## config.mk

```make
export PLATFORM = sky130hd
export DESIGN_NAME = dac_sched
export DESIGN_NICKNAME = d
export VERILOG_FILES = /design/src/rtl/dac_sched.sv
export SDC_FILE = /design/constraint.sdc
export NUM_CORES = 1
export LEC_CHECK = 0
export CAP_MARGIN = 30
export CORE_MARGIN = 5
export CORE_UTILIZATION = 45
export CTS_CLUSTER_DIAMETER = 100
export DETAILED_ROUTE_END_ITERATION = 8
export PLACE_DENSITY = 0.65
export SYNTH_ARGS = -nofsm -noshare
export SYNTH_HDL_FRONTEND = slang
export SYNTH_SLANG_ARGS = --single-unit
```

## constraint.sdc

```tcl
create_clock -name clk -period 11.09 [get_ports clk]
set_input_delay 2.218 -clock clk [delete_from_list [all_inputs] [get_ports clk]]
set_output_delay 2.218 -clock clk [all_outputs]
set_load 0.02 [all_outputs]
```

## src/rtl/dac_sched.sv

```systemverilog
`default_nettype none
// ============================================================================
// Module   : dac_sched
// Purpose  : Update scheduler / arbiter for the serial OCXO-trim DAC driver.
//            Captures target codes from the PLL loop filter and from a CPU
//            manual override, clamps and slew-limits the chosen code, and
//            changes dac_val only once the driver's per-second shift frame is
//            over, so a code never changes mid-shift.
// Ports    : clk, rst (sync, active-high)
//            tsc_1pps/tsc_1ppms  - second marker and millisecond tick strobe
//            cfg_ena/cfg_manual/cfg_tri/cfg_min/cfg_max - configuration
//            pll_req/pll_val/pll_ack - PLL target request and completion ack
//            cpu_req/cpu_val/cpu_ack - CPU target request and completion ack
//            dac_ena/dac_tri/dac_val - to the serial DAC driver
//            busy/slew_act/clamp_hit/drop_cnt - status
// Revision : 1.0 - initial release
// ============================================================================
module dac_sched #(
  parameter logic [15:0] MAX_STEP = 16'd256,
  parameter int          SHIFT_MS = 33,
  parameter logic [15:0] INIT_VAL = 16'h8000
) (
  input  logic        clk,
  input  logic        rst,
  input  logic        tsc_1pps,
  input  logic        tsc_1ppms,
  input  logic        cfg_ena,
  input  logic        cfg_manual,
  input  logic        cfg_tri,
  input  logic [15:0] cfg_min,
  input  logic [15:0] cfg_max,
  input  logic        pll_req,
  input  logic [15:0] pll_val,
  output logic        pll_ack,
  input  logic        cpu_req,
  input  logic [15:0] cpu_val,
  output logic        cpu_ack,
  output logic        dac_ena,
  output logic        dac_tri,
  output logic [15:0] dac_val,
  output logic        busy,
  output logic        slew_act,
  output logic        clamp_hit,
  output logic [7:0]  drop_cnt
);

  typedef enum logic [1:0] {
    ST_DISABLED = 2'd0,
    ST_IDLE     = 2'd1,
    ST_SHIFT    = 2'd2,
    ST_UPDATE   = 2'd3
  } state_t;

  localparam logic [15:0] C_SHIFT_MS = 16'(SHIFT_MS);

  state_t      state_q, state_d;
  logic [15:0] ms_cnt_q, ms_cnt_d;
  logic        pend_vld_q, pend_vld_d;
  logic        pend_src_q, pend_src_d;   // 1 = CPU, 0 = PLL
  logic [15:0] pend_val_q, pend_val_d;
  logic [15:0] dac_val_q, dac_val_d;
  logic        dac_ena_q, dac_ena_d;
  logic        dac_tri_q, dac_tri_d;
  logic        busy_q, busy_d;
  logic        slew_q, slew_d;
  logic        clamp_q, clamp_d;
  logic        pll_ack_q, pll_ack_d;
  logic        cpu_ack_q, cpu_ack_d;
  logic [7:0]  drop_q, drop_d;

  logic        strobe;
  logic [15:0] ms_inc;
  logic [15:0] upper_lim;
  logic [15:0] tgt;
  logic [16:0] diff;
  logic [16:0] mag;

  assign strobe = tsc_1pps & tsc_1ppms;
  assign ms_inc = ms_cnt_q + 16'd1;

  // Clamp: apply the upper limit first, then the lower one, so cfg_min wins
  // when the two limits are crossed.
  assign upper_lim = (pend_val_q > cfg_max) ? cfg_max : pend_val_q;
  assign tgt       = (upper_lim < cfg_min) ? cfg_min : upper_lim;

  // Both operands are 16-bit unsigned, so bit 16 of the 17-bit difference is
  // the sign of (tgt - dac_val).
  assign diff = {1'b0, tgt} - {1'b0, dac_val_q};
  assign mag  = diff[16] ? (17'd0 - diff) : diff;

  always_comb begin
    state_d    = state_q;
    ms_cnt_d   = ms_cnt_q;
    pend_vld_d = pend_vld_q;
    pend_src_d = pend_src_q;
    pend_val_d = pend_val_q;
    dac_val_d  = dac_val_q;
    slew_d     = slew_q;
    clamp_d    = clamp_q;
    drop_d     = drop_q;
    pll_ack_d  = 1'b0;
    cpu_ack_d  = 1'b0;
    dac_ena_d  = (state_q != ST_DISABLED);
    dac_tri_d  = cfg_tri;

    case (state_q)
      ST_DISABLED: begin
        pend_vld_d = 1'b0;
        if (cfg_ena) state_d = ST_IDLE;
      end
      ST_IDLE: begin
        if (strobe) begin
          state_d  = ST_SHIFT;
          ms_cnt_d = 16'd0;
        end
      end
      ST_SHIFT: begin
        if (strobe) begin
          ms_cnt_d = 16'd0;
        end else if (tsc_1ppms) begin
          ms_cnt_d = ms_inc;
          if (ms_inc == C_SHIFT_MS) state_d = pend_vld_q ? ST_UPDATE : ST_IDLE;
        end
      end
      default: begin // ST_UPDATE
        state_d = ST_IDLE;
        clamp_d = (tgt != pend_val_q);
        if (mag > {1'b0, MAX_STEP}) begin
          // Step-limited: pend_vld stays set so the next second continues.
          dac_val_d = diff[16] ? (dac_val_q - MAX_STEP) : (dac_val_q + MAX_STEP);
          slew_d    = 1'b1;
        end else begin
          dac_val_d  = tgt;
          slew_d     = 1'b0;
          pend_vld_d = 1'b0;
          cpu_ack_d  = pend_src_q;
          pll_ack_d  = ~pend_src_q;
        end
      end
    endcase

    // Request capture comes after the FSM so a capture in the UPDATE cycle
    // survives as the pending request for the next second.
    if (state_q != ST_DISABLED) begin
      if (cpu_req) begin
        pend_vld_d = 1'b1;
        pend_src_d = 1'b1;
        pend_val_d = cpu_val;
      end else if (pll_req && !cfg_manual) begin
        pend_vld_d = 1'b1;
        pend_src_d = 1'b0;
        pend_val_d = pll_val;
      end
      if (pll_req && (cpu_req || cfg_manual) && (drop_q != 8'hFF)) drop_d = drop_q + 8'd1;
    end

    if (!cfg_ena) begin
      state_d    = ST_DISABLED;
      pend_vld_d = 1'b0;
    end

    busy_d = (state_d == ST_SHIFT);
  end

  always_ff @(posedge clk) begin
    if (rst) begin
      state_q    <= ST_DISABLED;
      ms_cnt_q   <= 16'd0;
      pend_vld_q <= 1'b0;
      pend_src_q <= 1'b0;
      pend_val_q <= 16'd0;
      dac_val_q  <= INIT_VAL;
      dac_ena_q  <= 1'b0;
      dac_tri_q  <= 1'b1;
      busy_q     <= 1'b0;
      slew_q     <= 1'b0;
      clamp_q    <= 1'b0;
      pll_ack_q  <= 1'b0;
      cpu_ack_q  <= 1'b0;
      drop_q     <= 8'd0;
    end else begin
      state_q    <= state_d;
      ms_cnt_q   <= ms_cnt_d;
      pend_vld_q <= pend_vld_d;
      pend_src_q <= pend_src_d;
      pend_val_q <= pend_val_d;
      dac_val_q  <= dac_val_d;
      dac_ena_q  <= dac_ena_d;
      dac_tri_q  <= dac_tri_d;
      busy_q     <= busy_d;
      slew_q     <= slew_d;
      clamp_q    <= clamp_d;
      pll_ack_q  <= pll_ack_d;
      cpu_ack_q  <= cpu_ack_d;
      drop_q     <= drop_d;
    end
  end

  assign pll_ack   = pll_ack_q;
  assign cpu_ack   = cpu_ack_q;
  assign dac_ena   = dac_ena_q;
  assign dac_tri   = dac_tri_q;
  assign dac_val   = dac_val_q;
  assign busy      = busy_q;
  assign slew_act  = slew_q;
  assign clamp_hit = clamp_q;
  assign drop_cnt  = drop_q;

endmodule
`default_nettype wire
```

==> results.txt <==
setup ws final - 0.642 ns
PostCTS Resize Cnt - 0
die height - 131 um
clk slew on worst S/H paths - 0.06 ns
Post-synth EDFFs - 0
dpl hpwl - 14600 um
Netlist Area Pre-Place - 6540 sq um
Worst-Margin Slew - 0.893 ns
Setup Buffers After CTS - 0
Critical Path Fanout Max - 16
Syn Nets - 993
post-synthesis xor/xnor area fraction - 0.0456
Die ar. - 17000 sq um
Slew HR - 0.396
final cycle utilization of the critical path - 0.942
CP delay by family, top - compound AO/OA/AOI/OAI gates
gr usage total - 0.217
global-route wire length before repair - 30100 um
Design Area, Final - 8030 sq um
GR Overflow Total - 0
Clock Latency Late Sink - 0.33 ns
highest clock rate - 95.7 MHz
GPL Wtd Cong - 0.943
# nets final - 1082
antenna viol nets, final - 0
Synth Area in Simple Gates - 0.220
sw power - 318 uW
Arrival @ worst endpoint - 10.64 ns
asr flop ratio synth - 0
most frequent cells in the layout - 102 x clkdlybuf4s50_1, 86 x nor2_1, 75 x inv_1, 67 x dfxtp_1, 62 x ha_1
Crit. path cell count - 29
MaxCap Viol Count - 0
Cell Rows - 44
die width - 131 um
cts bufs inserted - 9
hold crit path type - flip-flop to flip-flop
Clock power frac - 0.313
largest net degree at the start of global routing - 65
vias in the first global route - 6057
multiplexer share of the synthesized area - 0.0659
outcome - completed
Reg2Reg Depth - 27
Post-CTS Hold Buffers - 0
area share of fa/ha/maj cells after synthesis - 0.125
clock root buffer - clkbuf_16
Flop pwr share - 0.292
drt wl/cell - 16.6 um
core area - 14400 sq um
Vias/cell - 5.81
dpl ws - 0.360 ns
drt drc - 0
Gate power share - 0.395
final wirelength - 18800 um
Fill cells - 1363
total power draw - 865 uW
Iter 0 DRT Violations - 522
antenna diode count - 0
CTS tree - yes
CP Buf/Inv Count - 4
worst r2r src - pend_val_q[13]
r2r endpoint - dac_val[0]
Yosys warnings - 0
Cells after Synth - 856
PwrDens - 108 nW/um^2
Cell Area, Placed - 7720 sq um
IR drop worst, VDD - 0.0723 mV
leakage - 3.18 nW
Slowest cell on crit path - or3_1
CP Launch Point - cfg_max[11]
most common cell after layout, fill and taps aside - clkdlybuf4s50_1
number of distinct library cells after synthesis - 79
initial antenna violation count - 0
RSZ-0062 raised after global routing - false
register-to-register setup slack - 2.62 ns
setup violators final - 0
H-tree depth - 3
Main synth FF type - dfxtp_1
Area Growth Syn to Fin - 22.9%
DR vias - 6579
Initial Utilization - 0.455
io pins - 104
minimum clock period - 10.45 ns
crit path capture type - flip-flop
fin. max-slew vios - 0
Yosys reg bits - 67
Critical Path Sink - dac_val[0]
Post-Route Setup TNS - 0 ns
cell internal pwr - 547 uW
Crit path largest cell delay - 0.66 ns
main combinational cell family by area after synthesis - compound AO/OA/AOI/OAI gates
share of cells above drive strength 1 - 0.0685
sequential element share of the synthesized area - 0.205
clk sinks - 67
1st-pass router iterations - 8
Worst EP required - 11.28 ns
syn_area_per_cell - 7.63 sq um
Sw Share - 0.368
Port Buffers - 103
CP Class - input port to flip-flop
clk_skew - 0.00712 ns
clk buf depth - 2
Synth Area in Compound Gates - 0.270
final hold vios - 0
Startpoint Class - input port
==> worst min path at each step <==
stage	from	cells past startpoint	end
finish	slew_act	2	slew_act
global route	dac_val[5]	2	dac_val[5]
CTS	slew_act	2	slew_act
detailed placement	slew_act	2	slew_act
global placement	slew_act	2	slew_act
floorplan	pend_src_q	1	pll_ack
==> metrics by stage <==
stage | utilization | instances | hold slack (ns)
after floorplan | - | 856 | 0.415
after CTS | 0.557 | 1132 | 0.485
after detailed placement | 0.537 | 1117 | 0.473
final | 0.559 | 1133 | 0.479
after global placement | 0.537 | 1116 | 0.469
after global routing | 0.559 | 1133 | 0.525
==> layer usage <==
metal  routed length (um)  GRT usage  share of wire  up-vias
li1                     -          -              -     3343
met1                 8630      0.286           0.46     3030
met2                 8970      0.365           0.48      179
met3                  946     0.0439          0.050       27
met4                  307     0.0538          0.016        0
met5                    0          0              0        -
==> layout make-up <==
cell class	count	area, sq um	share of cell area
repair buffers	116	1140	0.142
flip-flops and latches	67	1340	0.167
inverters	75	282	0.0350
well taps	184	230	0.0287
clock buffers	10	239	0.0297
multi-input cells	676	4760	0.592
clock inverters	5	38.8	0.00483
==> worst reg2reg max path, cell delays in order (launching register included) <==
cell and delay (ns):
dfxtp_1 0.48, ha_1 0.31, a21oi_1 0.12, o21ai_0 0.12, or3_1 0.39, or3_1 0.44, nand2_1 0.13, buf_4 0.17
mux2_2 0.36, ha_1 0.18, a21o_1 0.15, a21o_1 0.18, a2111oi_1 0.50, o21a_1 0.35, nand2_1 0.34, mux2i_1 0.41
inv_1 0.14, ha_1 0.29, nor2b_1 0.25, o21ai_1 0.25, a311oi_2 0.48, o2111ai_2 0.27, or3_4 0.41, o41ai_2 0.27
a22oi_1 0.14, or3_1 0.66, o311ai_0 0.42, o41ai_1 0.12
==> Yosys cell counts (6+ instances only) <==
cell type  instances  area [sq um]
nor2b_1            6          37.5
a311oi_1           7          61.3
xnor2_1           11          96.3
nor4_1             8          50.1
o311a_1            6          60.1
nor2_1            86           323
and2_1             9          56.3
dfxtp_1           67          1340
and3_1             6          37.5
nand2b_1          12          75.1
nand3_1           26           130
xor2_1            23           201
a21oi_1           62           310
o211ai_1          11          82.6
nand4_1           20           125
or3_1             12          75.1
mux2_2            16           180
o21a_1             8          60.1
nor3_1            21           105
a211oi_1          24           180
a21o_1            12          90.1
o21ai_0           42           210
buf_2              6          30.0
nand2_1           44           165
mux2i_1           25           250
clkbuf_1          25          93.8
inv_1             75           282
a31oi_1            9          56.3
o31ai_1            9          67.6
ha_1              62           776
==> cell families after synthesis <==
kind of cell             after synthesis
AO/OA/AOI/OAI                        255
flip-flops                            67
XOR/XNOR                              34
multiplexers                          41
buffers and inverters                113
adder cells (fa/ha/maj)               64
AND/OR/NAND/NOR                      282
==> power groups by stage <==
stage	combinational [mW]	clock, mW	sequential (mW)
finish	0.342	0.271	0.253
CTS	0.335	0.279	0.253
floorplan	0.240	0	0.256
global placement	0.333	0	0.258
global route	0.378	0.288	0.253
detailed placement	0.333	0	0.258
==> registers in the layout, indices dropped and copies added (netlist names) <==
| register | count |
|---|---|
| dac_val | 16 |
| ms_cnt_q | 16 |
| pend_val_q | 16 |
| drop_cnt | 8 |
| state_q | 2 |
| busy | 1 |
| clamp_hit | 1 |
| cpu_ack | 1 |
| dac_ena | 1 |
| dac_tri | 1 |
| pend_src_q | 1 |
| pend_vld_q | 1 |
| pll_ack | 1 |
| slew_act | 1 |
No activity file was read; power rests on OpenSTA's default activity.
